File: src/rtl/column_queue.sv
// Store-mapped column FIFO: datapath stores push wall distances tagged with a
// wrapping screen column index; the column renderer drains via valid/ready.
module column_queue #(
    parameter logic [15:0] BASE_ADDRESS = 16'hFF00,
    parameter int          DEPTH        = 16,
    parameter int          COLUMN_COUNT = 320,
    parameter int          COLUMN_WIDTH = 9
) (
    input  logic                    clock,
    input  logic                    reset,
    input  logic [15:0]             memory_address,
    input  logic [15:0]             memory_write_data,
    input  logic                    memory_write_enable,
    output logic                    io_select,
    output logic [15:0]             io_read_data,
    output logic                    col_valid,
    input  logic                    col_ready,
    output logic [15:0]             col_distance,
    output logic [COLUMN_WIDTH-1:0] col_index
);

    localparam int AW = $clog2(DEPTH);
    localparam int CW = AW + 1;
    localparam int EW = COLUMN_WIDTH + 16;

    logic [AW-1:0]           wr_ptr_q, wr_ptr_d;
    logic [AW-1:0]           rd_ptr_q, rd_ptr_d;
    logic [CW-1:0]           count_q, count_d;
    logic [COLUMN_WIDTH-1:0] col_q, col_d;
    logic                    ovf_q, ovf_d;
    logic                    io_select_q;
    logic [15:0]             io_read_data_q, io_read_data_d;
    logic [EW-1:0]           mem [DEPTH];

    logic [15:0] offset;
    logic        in_win, wr_hit;
    logic        push_req, push_ok, pop, clr_ovf, col_clr, flush;
    logic        full, empty;

    // Unsigned wraparound makes addresses below the base fall outside the window.
    assign offset   = memory_address - BASE_ADDRESS;
    assign in_win   = (offset < 16'd4);
    assign wr_hit   = memory_write_enable & in_win;
    assign push_req = wr_hit & (offset[1:0] == 2'd0);
    assign clr_ovf  = wr_hit & (offset[1:0] == 2'd1);
    assign col_clr  = wr_hit & (offset[1:0] == 2'd2);
    assign flush    = col_clr & memory_write_data[0];

    assign empty    = (count_q == '0);
    assign full     = (count_q == CW'(DEPTH));
    assign pop      = col_valid & col_ready;
    assign push_ok  = push_req & (!full | pop);

    always_comb begin
        wr_ptr_d = wr_ptr_q;
        rd_ptr_d = rd_ptr_q;
        count_d  = count_q;
        col_d    = col_q;
        ovf_d    = ovf_q;
        if (push_ok) begin
            wr_ptr_d = wr_ptr_q + 1'b1;
            col_d    = (col_q == COLUMN_WIDTH'(COLUMN_COUNT - 1)) ? '0 : col_q + 1'b1;
        end
        if (pop) begin
            rd_ptr_d = rd_ptr_q + 1'b1;
        end
        case ({push_ok, pop})
            2'b10:   count_d = count_q + 1'b1;
            2'b01:   count_d = count_q - 1'b1;
            default: count_d = count_q;
        endcase
        if (push_req && !push_ok) begin
            ovf_d = 1'b1;
        end
        if (clr_ovf) begin
            ovf_d = 1'b0;
        end
        if (col_clr) begin
            col_d = '0;
        end
        // Flush overrides a same-cycle pop; a push cannot coincide with it.
        if (flush) begin
            wr_ptr_d = '0;
            rd_ptr_d = '0;
            count_d  = '0;
        end
    end

    always_comb begin
        io_read_data_d = '0;
        if (in_win) begin
            case (offset[1:0])
                2'd1:    io_read_data_d = {ovf_q, full, empty, 13'(count_q)};
                2'd3:    io_read_data_d = 16'(col_q);
                default: io_read_data_d = '0;
            endcase
        end
    end

    always_ff @(posedge clock or posedge reset) begin
        if (reset) begin
            wr_ptr_q       <= '0;
            rd_ptr_q       <= '0;
            count_q        <= '0;
            col_q          <= '0;
            ovf_q          <= 1'b0;
            io_select_q    <= 1'b0;
            io_read_data_q <= '0;
        end else begin
            wr_ptr_q       <= wr_ptr_d;
            rd_ptr_q       <= rd_ptr_d;
            count_q        <= count_d;
            col_q          <= col_d;
            ovf_q          <= ovf_d;
            io_select_q    <= in_win;
            io_read_data_q <= io_read_data_d;
        end
    end

    // Storage needs no reset: col_valid comes from the count alone.
    always_ff @(posedge clock) begin
        if (push_ok) begin
            mem[wr_ptr_q] <= {col_q, memory_write_data};
        end
    end

    assign io_select    = io_select_q;
    assign io_read_data = io_read_data_q;
    assign col_valid    = !empty;
    assign col_distance = mem[rd_ptr_q][15:0];
    assign col_index    = mem[rd_ptr_q][EW-1:16];

endmodule

File: config.mk
export PLATFORM = sky130hd
export DESIGN_NAME = column_queue
export DESIGN_NICKNAME = d
export VERILOG_FILES = /design/src/rtl/column_queue.sv
export SDC_FILE = /design/constraint.sdc
export NUM_CORES = 1
export LEC_CHECK = 0
export BUFFER_PORTS_ARGS = -buffer_cell sky130_fd_sc_hd__buf_2
export CAP_MARGIN = 20
export CORE_AREA = 5 5 181 253
export CTS_BUF_LIST = sky130_fd_sc_hd__clkbuf_8
export DETAILED_ROUTE_END_ITERATION = 8
export DIE_AREA = 0 0 186 258
export GPL_ROUTABILITY_DRIVEN = 0
export PLACE_DENSITY_LB_ADDON = 0.08
export SYNTH_ARGS = -nofsm -noshare
export SYNTH_HDL_FRONTEND = slang
export SYNTH_SLANG_ARGS = --single-unit
export TNS_END_PERCENT = 20
File: constraint.sdc
create_clock -name clock -period 2.55 [get_ports clock]
set_clock_uncertainty 0.1 [all_clocks]
set_input_delay 0.1275 -clock clock [delete_from_list [all_inputs] [get_ports clock]]
set_output_delay 0.1275 -clock clock [all_outputs]
set_load 0.1 [all_outputs]
==> results.sh <==
export IMPL_dr_pass1_iters=5
export IMPL_reg2reg_slack_ps=-40
export IMPL_netlist_area_um2=17000
export IMPL_p_per_area_nw_per_um2=1010
export IMPL_grt_pass1_wl_um=61400
export IMPL_drc=0
export IMPL_chipHeight_um=258
export IMPL_wl_um=41000
export IMPL_synthDistinctLibCells=47
export IMPL_hold_viol=0
export IMPL_final_layout_size_suffix_gt1_share_pct=39.8
export IMPL_grt_max_degree=30
export IMPL_ios=79
export IMPL_synth_yosys_seq_area_share_pct=75.7
export IMPL_violations="negative setup slack"
export IMPL_start_kind="flip-flop"
export IMPL_die_x_um=186
export IMPL_drv_slew=0
export IMPL_final_setup_tns_ps=-7950
export IMPL_fin_crit_ps=2950
export IMPL_start_util_pct=39.2
export IMPL_internal_power_mw=14.1
export IMPL_p_leak_nw=7.38
export IMPL_hpwlAfterDp_um=23900
export IMPL_postSynthAreaPerCell_um2=22.0
export IMPL_antenna_left=0
export IMPL_dieArea_um2=48000
export IMPL_p_sw_mw=7.31
export IMPL_clkLatencyLatePin_ps=610
export IMPL_arrival_ps=2720
export IMPL_vias=8482
export IMPL_wl_per_cell_um=25.5
export IMPL_outcome="finished with violations"
export IMPL_fin_ws_ps=-401
export IMPL_worstPathMaxFanout=8
export IMPL_antenna_found_initial=1
export IMPL_grt_pass1_vias=9541
export IMPL_rsz0062_at_grt="yes"
export IMPL_htreeDepth=3
export IMPL_p_clk_share_pct=26.1
export IMPL_async_flop_share_pct=8.26
export IMPL_netlist_instances=774
export IMPL_clockBufferDepth=3
export IMPL_synth_top_area_cell="edfxtp_1"
export IMPL_num_nets_final=1050
export IMPL_grt_total_usage_pct=17.5
export IMPL_clk_pin_slew_worst_paths_ps=60
export IMPL_clock_sinks=436
export IMPL_hold_class="in2async"
export IMPL_cap_violations=0
export IMPL_critPathMaxStageDelay_ps=530
export IMPL_final_period_utilization_pct=116
export IMPL_comb_power_share_pct=36.9
export IMPL_synth_seq_cells=436
export IMPL_cts_buffers=69
export IMPL_fmax_mhz=339
export IMPL_seqPwrFrac_pct=37.0
export IMPL_overflow=0
export IMPL_portBuffers=74
export IMPL_cp_end_kind="output port"
export IMPL_dr_first_iter_drc_count=539
export IMPL_crit_slowest_cell="mux4_2"
export IMPL_cp_buffers_inverters=4
export IMPL_fp_row_count=91
export IMPL_yosys_area_top_type_share_pct=70.5
export IMPL_ys_warnings_count=0
export IMPL_netlist_top_cells_area="edfxtp_1 (70%), mux4_2 (17%), dfrtp_1 (5.3%)"
export IMPL_worstSetupPathType="reg2out"
export IMPL_tightest_slew_ps=672
export IMPL_synth_ff_type="edfxtp_1"
export IMPL_crit_top_cell="buf_12"
export IMPL_slew_headroom_pct=55.1
export IMPL_ir_drop_mv=0.785
export IMPL_path_cells="buf_12, buf_12, buf_16, mux4_2, mux4_2, buf_12"
export IMPL_p_total_mw=21.4
export IMPL_cp_top_family="multiplexers"
export IMPL_syn_to_final_growth_pct=23.8
export IMPL_vias_per_cell=5.27
export IMPL_root_buffer="clkbuf_8"
export IMPL_core_area_um2=43500
export IMPL_required_ps=2320
export IMPL_swShare_pct=34.2
export IMPL_cts_tree="done"
export IMPL_setup_viol=26
export IMPL_synth_edf_count=400
==> cells by family (layout without fill, tap and decap cells) <==
group                    Yosys count  count (layout)  synth area share, %
adder cells (fa/ha/maj)           11              11                0.851
AND/OR/NAND/NOR                  106             106                 3.52
flip-flops                       436             436                 75.7
buffers and inverters             46             319                 1.19
AO/OA/AOI/OAI                     32              32                 1.25
XOR/XNOR                          12              12                0.617
multiplexers                     130             130                 16.8
other                              1               5               0.0220
==> through the flow <==
step / util [%] / std cells / instance area, µm² / hold slack [ps] / setup slack [ps]
floorplan: - / 777 / 17100 / 125 / -185
global placement: 43.7 / 1451 / 19000 / 152 / -171
detailed placement: 43.7 / 1451 / 19000 / 161 / -276
CTS: 48.1 / 1602 / 20900 / 27.3 / -477
global route: 48.5 / 1608 / 21100 / 99.3 / -495
finish: 48.5 / 1609 / 21100 / 61.9 / -401
==> worst paths after layout <==
check,start,end,depth (start not counted)
worst min-delay path,reset,io_select,3
worst max register to register,count_q[2],count_q[4],9
max in group asynchronous,reset,rd_ptr_q[0],4
worst max-delay path,rd_ptr_q[0],col_index[6],6
min in group clock,memory_address[2],col_q[3],6
worst min register to register,ovf_q,io_read_data[15],1
==> registers in the layout (all words and copies together), names as in the netlist <==
name	flops
count_q	5
io_select	1
wr_ptr_q	4
mem	400
io_read_data	12
rd_ptr_q	4
col_q	9
ovf_q	1
==> worst reg2reg max path, stage by stage, from the launching register on <==
cell     delay (ps)
dfrtp_1         380
or4_4           550
o21a_4          230
o21ai_4          60
inv_2            80
fa_2            370
a21o_1          180
a21oi_2         140
mux2i_1         230
mux2i_1         210
==> cells in the mapped netlist (all sizes together) (2+ instances only) <==
cell and n:
a22o 5, dfrtp 36, clkbuf 18, a21o 2
and3 7, nand4 2, xnor2 4, nor2 19
a21oi 10, or4 3, nor2b 3, mux2i 5
nor3 6, nor4 4, nand2b 3, nand3 11
nand2 27, and2 13, inv 7, a31oi 3
edfxtp 400, mux4 125, buf 21, ha 10
o21ai 7, and4 4, xor2 8
==> cell type report <==
type	instances	area, µm²
clock inverters	44	251
flip-flops and latches	436	12900
repair buffers	194	2160
well taps	558	698
multi-input cells	295	4030
fillers	3621	22400
diodes	1	2.50
inverters	7	26.3
clock buffers	74	1020
==> power groups by stage <==
stage	clock network, mW	logic, mW	registers (mW)
final	5.57	7.91	7.92
after global routing	6.11	8.32	7.92
after CTS	5.79	7.64	7.99
after detailed placement	0	6.61	8.16
after global placement	0	6.54	8.16
after floorplan	0	5.29	8.04
==> timing repair <==
action	CTS	global route
hold buffers	24	0
setup endpoints to repair	26	28
endpoints found under the hold margin	301	0
gates resized for setup	64	18
setup buffers	5	4
pin swaps	0	1
gates cloned	4	2
==> metal layers <==
metal | share of wire, % | up-vias | wire length [µm] | GRT usage [%]
met5 | 0 | - | 0 | 0
met4 | 2.2 | 0 | 912 | 5.06
met3 | 4.2 | 70 | 1710 | 3.45
met2 | 55 | 204 | 22500 | 31.5
met1 | 39 | 4510 | 15900 | 21.4
li1 | - | 3698 | - | -
==> layout by cell type, fill, tap and decap left out, types with 4 or more instances in the layout <==
cell type	count
a21oi_1	8
a22o_1	5
and2_1	9
and2_2	4
and3_1	7
and4_2	4
buf_12	42
buf_16	6
buf_2	49
buf_4	50
buf_6	19
clkbuf_8	74
clkinv_1	8
clkinv_2	8
clkinvlp_4	5
conb_1	4
dfrtp_1	33
dlygate4sd3_1	23
edfxtp_1	400
ha_1	7
inv_1	26
mux2i_1	5
mux4_2	125
nand2_1	25
nand3_1	10
nor2_1	16
nor3_1	5
o21ai_0	6
xnor2_1	4
xor2_1	7
Power figures use the tool's default switching activity.
